<file path="config.mk">
export PLATFORM = sky130hd
export DESIGN_NAME = dru_bit_gearbox
export DESIGN_NICKNAME = d
export VERILOG_FILES = /design/src/rtl/dru_bit_gearbox.sv
export SDC_FILE = /design/constraint.sdc
export NUM_CORES = 1
export LEC_CHECK = 0
export ABC_AREA = 1
export BUFFER_PORTS_ARGS = -buffer_cell sky130_fd_sc_hd__buf_2
export CELL_PAD_IN_SITES_DETAIL_PLACEMENT = 1
export CELL_PAD_IN_SITES_GLOBAL_PLACEMENT = 2
export CORE_MARGIN = 2
export CORE_UTILIZATION = 33
export CTS_CLUSTER_SIZE = 12
export DETAILED_ROUTE_END_ITERATION = 16
export GPL_TIMING_DRIVEN = 0
export PLACE_DENSITY = 0.81
export SYNTH_ARGS = -nofsm -noshare
export SYNTH_HDL_FRONTEND = slang
export SYNTH_SLANG_ARGS = --single-unit
</file>
<file path="constraint.sdc">
create_clock -name CLK -period 6.3 [get_ports CLK]
set_input_delay 0.945 -clock CLK [delete_from_list [all_inputs] [get_ports CLK]]
set_output_delay 0.945 -clock CLK [all_outputs]
set_load 0.01 [all_outputs]
</file>
<file path="src/rtl/dru_bit_gearbox.sv">
// Packs 0..S_MAX recovered DRU bits per cycle into W-bit TMDS words; a word completed by cycle k's input is strobed in cycle k+1.
// No backpressure: input is accepted every EN cycle; optional word-boundary slip under DRU_BIT_GEARBOX_BITSLIP_EN.
module dru_bit_gearbox #(
   parameter int W     = 10,
   parameter int S_MAX = 10,
   parameter int CNT_W = 4
) (
   input  logic               CLK,
   input  logic               RST,
`ifdef DRU_BIT_GEARBOX_BITSLIP_EN
   input  logic               BITSLIP,
`endif
   input  logic               EN,
   input  logic [CNT_W-1:0]   SAMV,
   input  logic [S_MAX-1:0]   SAM,
   output logic [W-1:0]       DOUT,
   output logic               DOUT_VLD,
   output logic [CNT_W:0]     FILL,
   output logic               ERR
);

   localparam int FW = CNT_W + 1;
   localparam int T_W = CNT_W + 2;
   localparam logic [CNT_W-1:0] S_MAX_C = CNT_W'(S_MAX);
   localparam logic [T_W-1:0]   W_C     = T_W'(W);
   localparam logic [S_MAX-1:0] ONES    = '1;

   logic [2*W-1:0] acc_q, acc_d;
   logic [FW-1:0]  fill_q, fill_d;
   logic [W-1:0]   dout_q, dout_d;
   logic           dout_vld_q, dout_vld_d;
   logic           err_q, err_d;

   logic           samv_ok;
   logic [CNT_W-1:0] n;
   logic [S_MAX-1:0] sam_m;
   logic [2*W-1:0] c;
   logic [T_W-1:0] t;

`ifdef DRU_BIT_GEARBOX_BITSLIP_EN
   logic           slip_pend_q, slip_pend_d;
`endif

   always_comb begin
      samv_ok    = (SAMV <= S_MAX_C);
      n          = (EN && samv_ok) ? SAMV : '0;
      sam_m      = SAM & ~(ONES << n);
      c          = acc_q | ({{(2*W-S_MAX){1'b0}}, sam_m} << fill_q);
      t          = T_W'(fill_q) + T_W'(n);
      err_d      = err_q | (EN && !samv_ok);
      acc_d      = acc_q;
      fill_d     = fill_q;
      dout_d     = dout_q;
      dout_vld_d = 1'b0;

`ifdef DRU_BIT_GEARBOX_BITSLIP_EN
      // A pending slip eats the oldest bit of this cycle's stream before extraction;
      // further pulses while pending are absorbed.
      slip_pend_d = slip_pend_q ? 1'b1 : BITSLIP;
      if (slip_pend_q && (t != '0)) begin
         c           = c >> 1;
         t           = t - T_W'(1);
         slip_pend_d = 1'b0;
      end
`endif

      if (t >= W_C) begin
         dout_d     = c[W-1:0];
         dout_vld_d = 1'b1;
         acc_d      = c >> W;
         fill_d     = FW'(t - W_C);
      end else begin
         acc_d      = c;
         fill_d     = FW'(t);
      end
   end

   always_ff @(posedge CLK) begin
      if (RST) begin
         acc_q      <= '0;
         fill_q     <= '0;
         dout_q     <= '0;
         dout_vld_q <= 1'b0;
         err_q      <= 1'b0;
      end else begin
         acc_q      <= acc_d;
         fill_q     <= fill_d;
         dout_q     <= dout_d;
         dout_vld_q <= dout_vld_d;
         err_q      <= err_d;
      end
   end

`ifdef DRU_BIT_GEARBOX_BITSLIP_EN
   always_ff @(posedge CLK) begin
      if (RST) begin
         slip_pend_q <= 1'b0;
      end else begin
         slip_pend_q <= slip_pend_d;
      end
   end
`endif

   assign DOUT     = dout_q;
   assign DOUT_VLD = dout_vld_q;
   assign FILL     = fill_q;
   assign ERR      = err_q;

endmodule

</file>
==> results of run 1 <==
## synthesized netlist by cell type, drive strengths merged
library cell / n / area share [%]
xor2: 1 / 0.39
o21ai: 6 / 1.3
clkinv: 1 / 0.17
xnor2: 1 / 0.39
o211ai: 1 / 0.33
or2: 2 / 0.56
inv: 38 / 6.4
a21boi: 2 / 0.67
buf: 12 / 3.3
ha: 5 / 2.8
o22ai: 1 / 0.28
and2: 1 / 0.28
a21oi: 17 / 3.8
nor2: 15 / 3.0
dfxtp: 37 / 33
nand2: 129 / 22
a21o: 3 / 1.0
nand4: 8 / 2.5
nand3: 62 / 15
nand3b: 4 / 1.3
o21bai: 3 / 1.3
fa: 1 / 0.89
## final cells by class
class	instances	share of cell area [%]
Clock inverter	3	1.669
Timing Repair Buffer	33	6.295
Tap cell	80	3.815
Multi-Input combinational cell	262	48.97
Buffer	12	2.814
Inverter	39	5.579
Clock buffer	5	2.623
Sequential cell	37	28.23
## worst paths after layout
check	slack, ps	depth (start not counted)	endpoint	from
hold / removal	450	2	ERR$_SDFF_PP0_	ERR$_SDFF_PP0_
hold reg to reg	450	2	ERR$_SDFF_PP0_	ERR$_SDFF_PP0_
setup / recovery	2930	19	DOUT[0]$_SDFFE_PP0P_	SAMV[1]
setup reg to reg	3610	13	DOUT[0]$_SDFFE_PP0P_	FILL[1]$_SDFF_PP0_
## stage by stage
| stage | hold slack (ps) | instance area, µm² | power [µW] | util, % | instances |
|---|---|---|---|---|---|
| final | 452.2 | 2624 | 1140 | 39.27 | 471 |
| after global routing | 482.0 | 2624 | 1256 | 39.27 | 471 |
| after CTS | 455.9 | 2624 | 1154 | 39.27 | 471 |
| after detailed placement | 439.0 | 2511 | 935.5 | 37.58 | 463 |
| after global placement | 431.7 | 2511 | 924.7 | 37.58 | 463 |
| after floorplan | 435.9 | 2246 | 761.4 | - | 350 |
## power by group through the flow
stage / registers, µW / logic [µW] / clock network, µW
finish: 357 / 571 / 212
global route: 366 / 660 / 230
CTS: 358 / 577 / 219
detailed placement: 362 / 573 / 0
global placement: 359 / 565 / 0
floorplan: 370 / 392 / 0
## registers in the layout (all words and copies together), names as in the netlist
name / count
acc_q: 20
FILL: 5
DOUT_VLD: 1
ERR: 1
DOUT: 10
## critical path: cells and delay by family
family,cells,cell delay [ps]
buffers and inverters,4,530
adders and majority gates,2,590
and+or+nand+nor,10,1040
xor gates and xnor gates,1,180
AOI/OAI and AO/OA,2,300
## cell families after synthesis
group	Yosys count
buffers and inverters	51
XOR/XNOR	2
AND/OR/NAND/NOR	221
AO/OA/AOI/OAI	33
flip-flops	37
adder cells (fa/ha/maj)	6
## layer usage
metal | vias to the layer above | track usage [%] | part of all wire, %
li1 | 1200 | - | -
met1 | 1065 | 26.90 | 51
met4 | 0 | 4.688 | 1.1
met2 | 29 | 32.73 | 45
met5 | - | 0 | 0
met3 | 7 | 3.238 | 2.8
==> results.tsv, run 1 <==
metric	value	unit
status	complete, no violations	
Worst-Skew Late Latency	300	ps
H-tree lvl count	2	
CP cell instances	buf_2, nand2_1, nand2_1, nand2_1, nand2_1, nor2_1, ha_1, inv_1, fa_1, o21ai_0, a21oi_1, xor2_1, nand2_1, nor2_2, nand2_2, inv_2, buf_4, nand2_1, nand2_1	
DIE AREA	0.007481	mm²
most frequent cells in the layout	nand2_1, nand3_1, buf_2	
Final ANT Viol Nets	0	
row count	30	
worst slew pin tran	587.3	ps
CP Class	primary input to register	
CP required	6540	ps
Via density	4.885	
sw frac	44.78	%
Sink Count	37	
Multi-input gate area	0.001285	mm²
mux share of post-synthesis cell area	0	%
hold buffers post-CTS	0	
post-cts resize count	0	
Placer Congestion	0.8864	
Final Skew	15.04	ps
CP Capture Type	register	
post-CTS setup buffers	0	
post-route setup slack	2933	ps
Cell variety after synth	31	
clk buf depth	2	
GRT Overall Usage	19.75	%
Routed WL	6686	µm
Residual DRC	0	
post-synthesis compound-gate area fraction	8.747	%
setup_tns	0	ps
wire per inst	14.20	µm
fill count	928	
Simple-Gate Fraction of Synth Area	44.01	%
Leak	0.001478	µW
core area	0.006681	mm²
Num CTS Buffers	5	
I/O pins	34	
port bufs	33	
diode count	0	
post-synthesis sequential area ratio	32.98	%
Yosys reg bits	37	
Hold Path Class	register to register	
final hold vios	0	
clock network power share	18.6	%
largest family of logic cells by synthesized area	simple AND/OR/NAND/NOR gates	
First DRT Iteration DRCs	81	
post-synthesis adder-cell area fraction	3.677	%
most common cell after layout, fill and taps aside	nand2_1	
Synthesis Warnings	0	
CTS tree	built	
slowest CP cell	fa_1	
Power Internal	629.6	µW
DPL Wire Length	5304	µm
wire length of the first global-routing pass	11590	µm
Slowest Stage Delay on Critical Path	400	ps
Clk pin slew, worst setup/hold paths	80	ps
worst vdd ir	172.5	µV
RSZ-0062 raised after global routing	no	
Initial Utilization	33.61	%
initial antenna violation count	0	
Pre-antenna DRT Iters	4	
Syn Nets	373	
f_max	297.0	MHz
Post-Syn Area	0.002246	mm²
Final setup viols	0	
Final Max Slew Viols	0	
detailed-route via count	2301	
Root Buffer	clkbuf_8	
global route overflow	0	
WP data arrival	3610	ps
vias in the first global route	2383	
register area	740.7	µm²
PwrDens	434.5	mW/mm²
NumNets Final	413	
Final Cycle Share	53.44	%
Reg power frac	31.3	%
pin count of the biggest net entering global routing	14	
syn_area_per_cell	6.417	µm²
Area Growth Syn to Fin	16.82	%
Post-Place Worst Slack	2647	ps
net switching power	510.5	µW
post-synthesis xor/xnor area fraction	0.7799	%
Gate Count Post-Synth	350	
Die Y	86.50	µm
max_cap viols	0	
Min Clock Period, post-route	3367	ps
ratio of cells with drive above 1 in the final layout	17.39	%
Top cell by count, worst path	nand2_1	
combinational share of power	50.1	%
Max Fanout on Critical Path	10	
Slew HR	60.70	%
DIE WIDTH	86.50	µm
CP startpoint kind	primary input	
(Power assumes the default switching activity.)
==> run 2, diff against run 1 <==
--- a/config.mk
+++ b/config.mk
@@ -10,11 +10,11 @@
 export CELL_PAD_IN_SITES_DETAIL_PLACEMENT = 1
 export CELL_PAD_IN_SITES_GLOBAL_PLACEMENT = 2
 export CORE_MARGIN = 2
-export CORE_UTILIZATION = 33
+export CORE_UTILIZATION = 30
 export CTS_CLUSTER_SIZE = 12
 export DETAILED_ROUTE_END_ITERATION = 16
 export GPL_TIMING_DRIVEN = 0
-export PLACE_DENSITY = 0.81
+export PLACE_DENSITY = 0.74
 export SYNTH_ARGS = -nofsm -noshare
 export SYNTH_HDL_FRONTEND = slang
 export SYNTH_SLANG_ARGS = --single-unit
==> constraint.sdc (replaced) <==
create_clock -name CLK -period 3.23 [get_ports CLK]
set_input_delay 0.4845 -clock CLK [delete_from_list [all_inputs] [get_ports CLK]]
set_output_delay 0.4845 -clock CLK [all_outputs]
set_load 0.01 [all_outputs]
==> results.tsv, run 2 (same netlist as run 1, synthesis figures left out) <==
metric	value	unit	change
status	complete, no violations		unchanged
Pre-antenna DRT Iters	4		unchanged
max reg flops	20		unchanged
NumNets Final	413		unchanged
WP data arrival	3080	ps	was 3610 ps
placed inst area	0.002535	mm²	was 0.002511 mm²
CP Capture Type	register		unchanged
fill count	985		was 928
GRT Overall Usage	17.31	%	was 19.75%
core area	0.007253	mm²	was 0.006681 mm²
CP Class	primary input to register		unchanged
Post-Place Worst Slack	-103.9	ps	was 2647 ps
Die Y	90.53	µm	was 86.50 µm
Leak	0.001460	µW	was 0.001478 µW
First DRT Iteration DRCs	91		was 81
net switching power	978.2	µW	was 510.5 µW
detailed-route via count	2333		was 2,301
I/O pins	34		unchanged
Final setup viols	0		unchanged
Placer Congestion	0.8019		was 0.8864
Hold Path Class	primary input to register		was register to register
worst slew pin tran	549.3	ps	was 587.3 ps
Final Skew	11.51	ps	was 15.04 ps
Final Cycle Share	89.75	%	
CTS tree	built		unchanged
Max Fanout on Critical Path	10		unchanged
Reg with most FFs	acc_q		unchanged
Area Growth Syn to Fin	17.33	%	was 16.82%
Multi-input gate area	0.001290	mm²	was 0.001285 mm²
post-route setup slack	331.1	ps	was 2933 ps
most common cell after layout, fill and taps aside	nand2_1		unchanged
Via density	4.771		was 4.885
clock network power share	15.9	%	was 18.6%
Worst-Skew Late Latency	290	ps	was 300 ps
port bufs	33		unchanged
register area	740.7	µm²	unchanged
ratio of cells with drive above 1 in the final layout	17.69	%	was 17.39%
R2R cell count	14		was 13
hold buffers post-CTS	0		unchanged
PwrDens	815.3	mW/mm²	was 434.5 mW/mm²
worst vdd ir	304.7	µV	was 172.5 µV
vias in the first global route	2395		was 2,383
clk buf depth	2		unchanged
Clk pin slew, worst setup/hold paths	80	ps	about the same
CP startpoint kind	primary input		unchanged
initial antenna violation count	0		unchanged
total power	2148	µW	was 1140 µW
global route overflow	0		unchanged
Sink Count	37		unchanged
Reg power frac	32.3	%	was 31.3%
RSZ-0062 raised after global routing	no		unchanged
Min Clock Period, post-route	2899	ps	
f_max	345.0	MHz	
final hold slack	401.9	ps	was 452.2 ps
Routed WL	6608	µm	was 6686 µm
Slew HR	63.24	%	was 60.70%
Residual DRC	0		unchanged
CP required	3420	ps	was 6540 ps
row count	31		was 30
sw frac	45.53	%	was 44.78%
combinational share of power	51.9	%	was 50.1%
H-tree lvl count	2		unchanged
wire per inst	13.51	µm	was 14.20 µm
wire length of the first global-routing pass	11540	µm	was 11,590 µm
Power Internal	1170	µW	was 629.6 µW
diode count	0		unchanged
DIE WIDTH	90.53	µm	was 86.50 µm
most frequent cells in the layout	nand2_1, nand3_1, buf_2		unchanged
max_cap viols	0		unchanged
Initial Utilization	30.96	%	was 33.61%
Final Max Slew Viols	0		unchanged
pin count of the biggest net entering global routing	12		was 14
Root Buffer	clkbuf_8		unchanged
Final ANT Viol Nets	0		unchanged
Hold Path Depth	2		unchanged
final hold vios	0		unchanged
DPL Wire Length	5389	µm	was 5304 µm
DIE AREA	0.008195	mm²	was 0.007481 mm²
Num CTS Buffers	5		unchanged
Finished Cell Area	0.002635	mm²	was 0.002624 mm²
## run 2: changes by cell type in the layout (fill, tap and decap cells not counted), sizes merged
cell      change
bufinv        -1
inv           -1
clkinv        -1
buf           -2
clkbuf        +3
clkinvlp      +1
## run 2: worst paths after layout
kind | to | slack [ps] | from
setup / recovery | acc_q[1]$_SDFF_PP0_ | 330 | SAMV[1]
hold reg to reg | DOUT[0]$_SDFFE_PP0P_ | 450 | DOUT[0]$_SDFFE_PP0P_
setup reg to reg | acc_q[1]$_SDFF_PP0_ | 530 | FILL[1]$_SDFF_PP0_
hold / removal | ERR$_SDFF_PP0_ | 400 | RST
## run 2: stage by stage
stage                     cells  util, %  setup TNS [ps]
final                       489    36.33               0
after floorplan             350        -               0
after global routing        489    36.33               0
after detailed placement    482    34.95           -1582
after CTS                   489    36.19               0
after global placement      482    34.95          -546.9
## run 2: layout make-up
class / count / area share [%]
multi-input cells: 262 / 48.96
flip-flops and latches: 37 / 28.11
repair buffers: 33 / 6.268
inverters: 39 / 5.556
well taps: 99 / 4.701
clock buffers: 6 / 3.134
plain buffers: 12 / 2.991
clock inverters: 1 / 0.2849
## run 2: power groups by stage
stage,Sequential (µW),Clock (µW),Combinational (µW)
4_1_cts,697,349,1130
2_1_floorplan,721,0,764
3_3_place_gp,701,0,1110
5_1_grt,717,371,1290
6_report,693,341,1110
3_5_place_dp,707,0,1130
## run 2: routing by layer
| layer | part of all wire [%] | global-route usage, % |
|---|---|---|
| met3 | 2.6 | 2.421 |
| met2 | 45 | 27.43 |
| met1 | 52 | 24.90 |
| met5 | 0 | 0 |
| met4 | 0.74 | 3.846 |
## run 2: worst max-delay path, cell delays in order
cell and delay, ps:
buf_2 120, nand2_1 110, nand2_1 110, nand2_2 90, nand2_1 60, nor2_2 120
ha_1 180, inv_1 50, fa_1 400, o21ai_1 150, a21oi_1 90, xor2_1 200
nand2_1 110, nor2_2 150, inv_1 70, nand2_1 110, inv_1 90, clkbuf_4 200
nand2_1 110, nand2_1 50
## run 2: timing repair
action                     4_1_cts  5_1_grt
gates resized for setup          0        5
setup endpoints to repair        0       23
buffers inserted                 0        0
==> run 3, diff against run 2 <==
--- a/config.mk
+++ b/config.mk
@@ -6,7 +6,8 @@
 export NUM_CORES = 1
 export LEC_CHECK = 0
 export ABC_AREA = 1
-export BUFFER_PORTS_ARGS = -buffer_cell sky130_fd_sc_hd__buf_2
+export BUFFER_PORTS_ARGS = -buffer_cell sky130_fd_sc_hd__buf_4
+export CAP_MARGIN = 15
 export CELL_PAD_IN_SITES_DETAIL_PLACEMENT = 1
 export CELL_PAD_IN_SITES_GLOBAL_PLACEMENT = 2
 export CORE_MARGIN = 2
==> results.tsv, run 3 (same netlist as run 1, synthesis figures left out) <==
metric	value	unit	change
R2R cell count	14		unchanged
Root Buffer	clkbuf_8		unchanged
ratio of cells with drive above 1 in the final layout	18.16	%	was 17.69%
hold path endpoint	FILL[0]$_SDFF_PP0_		was ERR$_SDFF_PP0_
detailed-route via count	2322		was 2,333
reg2reg start	FILL[1]$_SDFF_PP0_		unchanged
vias in the first global route	2432		was 2,395
DIE AREA	0.008195	mm²	unchanged
Hold Path Class	primary input to register		unchanged
row count	31		unchanged
Initial Utilization	30.96	%	unchanged
setup_tns	0	ps	unchanged
max_cap viols	0		unchanged
Final setup viols	0		unchanged
CP required	3410	ps	was 3420 ps
Worst-Skew Late Latency	280	ps	was 290 ps
FF-to-FF End	DOUT[6]$_SDFFE_PP0P_		was acc_q[1]$_SDFF_PP0_
Num CTS Buffers	5		unchanged
RSZ-0062 raised after global routing	no		unchanged
hold buffers post-CTS	0		unchanged
Residual DRC	0		unchanged
CTS tree	built		unchanged
initial antenna violation count	0		unchanged
core area	0.007253	mm²	unchanged
Final Max Slew Viols	0		unchanged
Final Cycle Share	89.67	%	was 89.75%
H-tree lvl count	2		unchanged
most common cell after layout, fill and taps aside	nand2_1		unchanged
Clk pin slew, worst setup/hold paths	80	ps	about the same
I/O pins	34		unchanged
Reg with most FFs	acc_q		unchanged
Placer Congestion	0.7963		was 0.8019
Hold Path Depth	2		unchanged
status	complete, no violations		unchanged
final hold vios	0		unchanged
wire per inst	13.84	µm	was 13.51 µm
CP startpoint kind	primary input		unchanged
Slew HR	63.94	%	was 63.24%
max reg flops	20		unchanged
WP data arrival	3080	ps	about the same
post-route setup slack	333.8	ps	was 331.1 ps
DIE WIDTH	90.53	µm	unchanged
Via density	4.739		was 4.771
pin count of the biggest net entering global routing	12		unchanged
Die Y	90.53	µm	unchanged
global route overflow	0		unchanged
Routed WL	6784	µm	was 6608 µm
worst slew pin tran	538.9	ps	was 549.3 ps
Sink Count	37		unchanged
most frequent cells in the layout	nand2_1, nand3_1, buf_4		was nand2_1, nand3_1, buf_2
flop2flop setup slack	540	ps	was 530 ps
Area Growth Syn to Fin	21.89	%	was 17.33%
NumNets Final	414		was 413
Final Skew	10.75	ps	was 11.51 ps
port bufs	33		unchanged
Leak	0.001482	µW	was 0.001460 µW
PwrDens	813.9	mW/mm²	was 815.3 mW/mm²
Pre-antenna DRT Iters	4		unchanged
worst vdd ir	318.9	µV	was 304.7 µV
First DRT Iteration DRCs	87		was 91
GRT Overall Usage	17.90	%	was 17.31%
Post-Place Worst Slack	-109.6	ps	was -103.9 ps
clk buf depth	2		unchanged
f_max	345.3	MHz	was 345.0 MHz
DPL Wire Length	5498	µm	was 5389 µm
Max Fanout on Critical Path	10		unchanged
diode count	0		unchanged
Final ANT Viol Nets	0		unchanged
min-delay src	RST		unchanged
wire length of the first global-routing pass	11990	µm	was 11,540 µm
Min Clock Period, post-route	2896	ps	was 2899 ps
CP Class	primary input to register		unchanged
CP Capture Type	register		unchanged
-- run 3: changes by cell type in the layout (fill, tap and decap cells not counted) --
cell and delta:
buf_2 -33, ha_1 -1, nand2_4 +1, clkbuf_4 -2, nor2_2 -1, buf_4 +36
ha_2 +1, nand2_2 -1, nor2_4 +1
-- run 3: worst max path at each step --
stage            start  slack [ps]              endpoint  depth (start not counted)
5_1_grt        SAMV[1]           6  DOUT[3]$_SDFFE_PP0P_                         20
3_5_place_dp   SAMV[1]        -110  DOUT[3]$_SDFFE_PP0P_                         19
2_1_floorplan  SAMV[1]         590  DOUT[6]$_SDFFE_PP0P_                         19
3_3_place_gp   SAMV[1]         -60  DOUT[3]$_SDFFE_PP0P_                         19
6_report       SAMV[1]         330  DOUT[6]$_SDFFE_PP0P_                         20
4_1_cts        SAMV[1]         170  DOUT[3]$_SDFFE_PP0P_                         19
-- run 3: per-stage QoR --
step	cells	hold WS (ps)	total power (µW)	utilization, %	cell area (µm²)
2_1_floorplan	350	435.9	1485	-	2246
3_3_place_gp	482	434.7	1863	36.09	2618
3_5_place_dp	482	440.1	1884	36.09	2618
4_1_cts	489	374.2	2226	37.33	2708
5_1_grt	490	377.7	2468	37.74	2738
6_report	490	384.1	2228	37.74	2738
-- run 3: area by class of cell --
| class | count | area [µm²] |
|---|---|---|
| clock buffer | 6 | 82.58 |
| clock inverter | 1 | 7.507 |
| inverter | 39 | 146.4 |
| multi-input combinational | 262 | 1303 |
| tap | 99 | 123.9 |
| fill | 982 | 4516 |
| buffer | 12 | 78.83 |
| sequential | 37 | 740.7 |
| timing repair buffer | 34 | 255.2 |
-- run 3: worst max-delay path, stage by stage --
cell and delay (ps):
buf_4 120, nand2_1 110, nand2_1 100, nand2_1 120, nand2_1 80, nor2_2 120
ha_2 200, inv_1 50, fa_1 400, o21ai_1 150, a21oi_1 100, xor2_1 200
nand2_1 130, nor2_4 160, inv_1 80, nand2_2 80, inv_1 80, buf_4 190
nand2_1 80, nand2_1 50
-- run 3: what timing repair did --
| action | CTS | global route |
|---|---|---|
| endpoints found under the setup margin | 0 | 23 |
| gates resized for setup | 0 | 10 |
| buffers inserted | 0 | 1 |
-- run 3: power by group --
| group | switching (µW) | internal (µW) | total (µW) |
|---|---|---|---|
| logic | 756 | 437 | 1190 |
| clock network | 165 | 169 | 334 |
| registers | 78.4 | 623 | 701 |
| total | 1000 | 1230 | 2230 |
-- run 3: metal layers --
layer	vias to the layer above	routed length (µm)	part of all wire, %	global-route usage, %
met3	4	144	2.1	2.755
met1	1093	3564	53	25.85
li1	1206	-	-	-
met4	0	38	0.56	4.103
met5	-	0	0	0
met2	19	3036	45	27.99
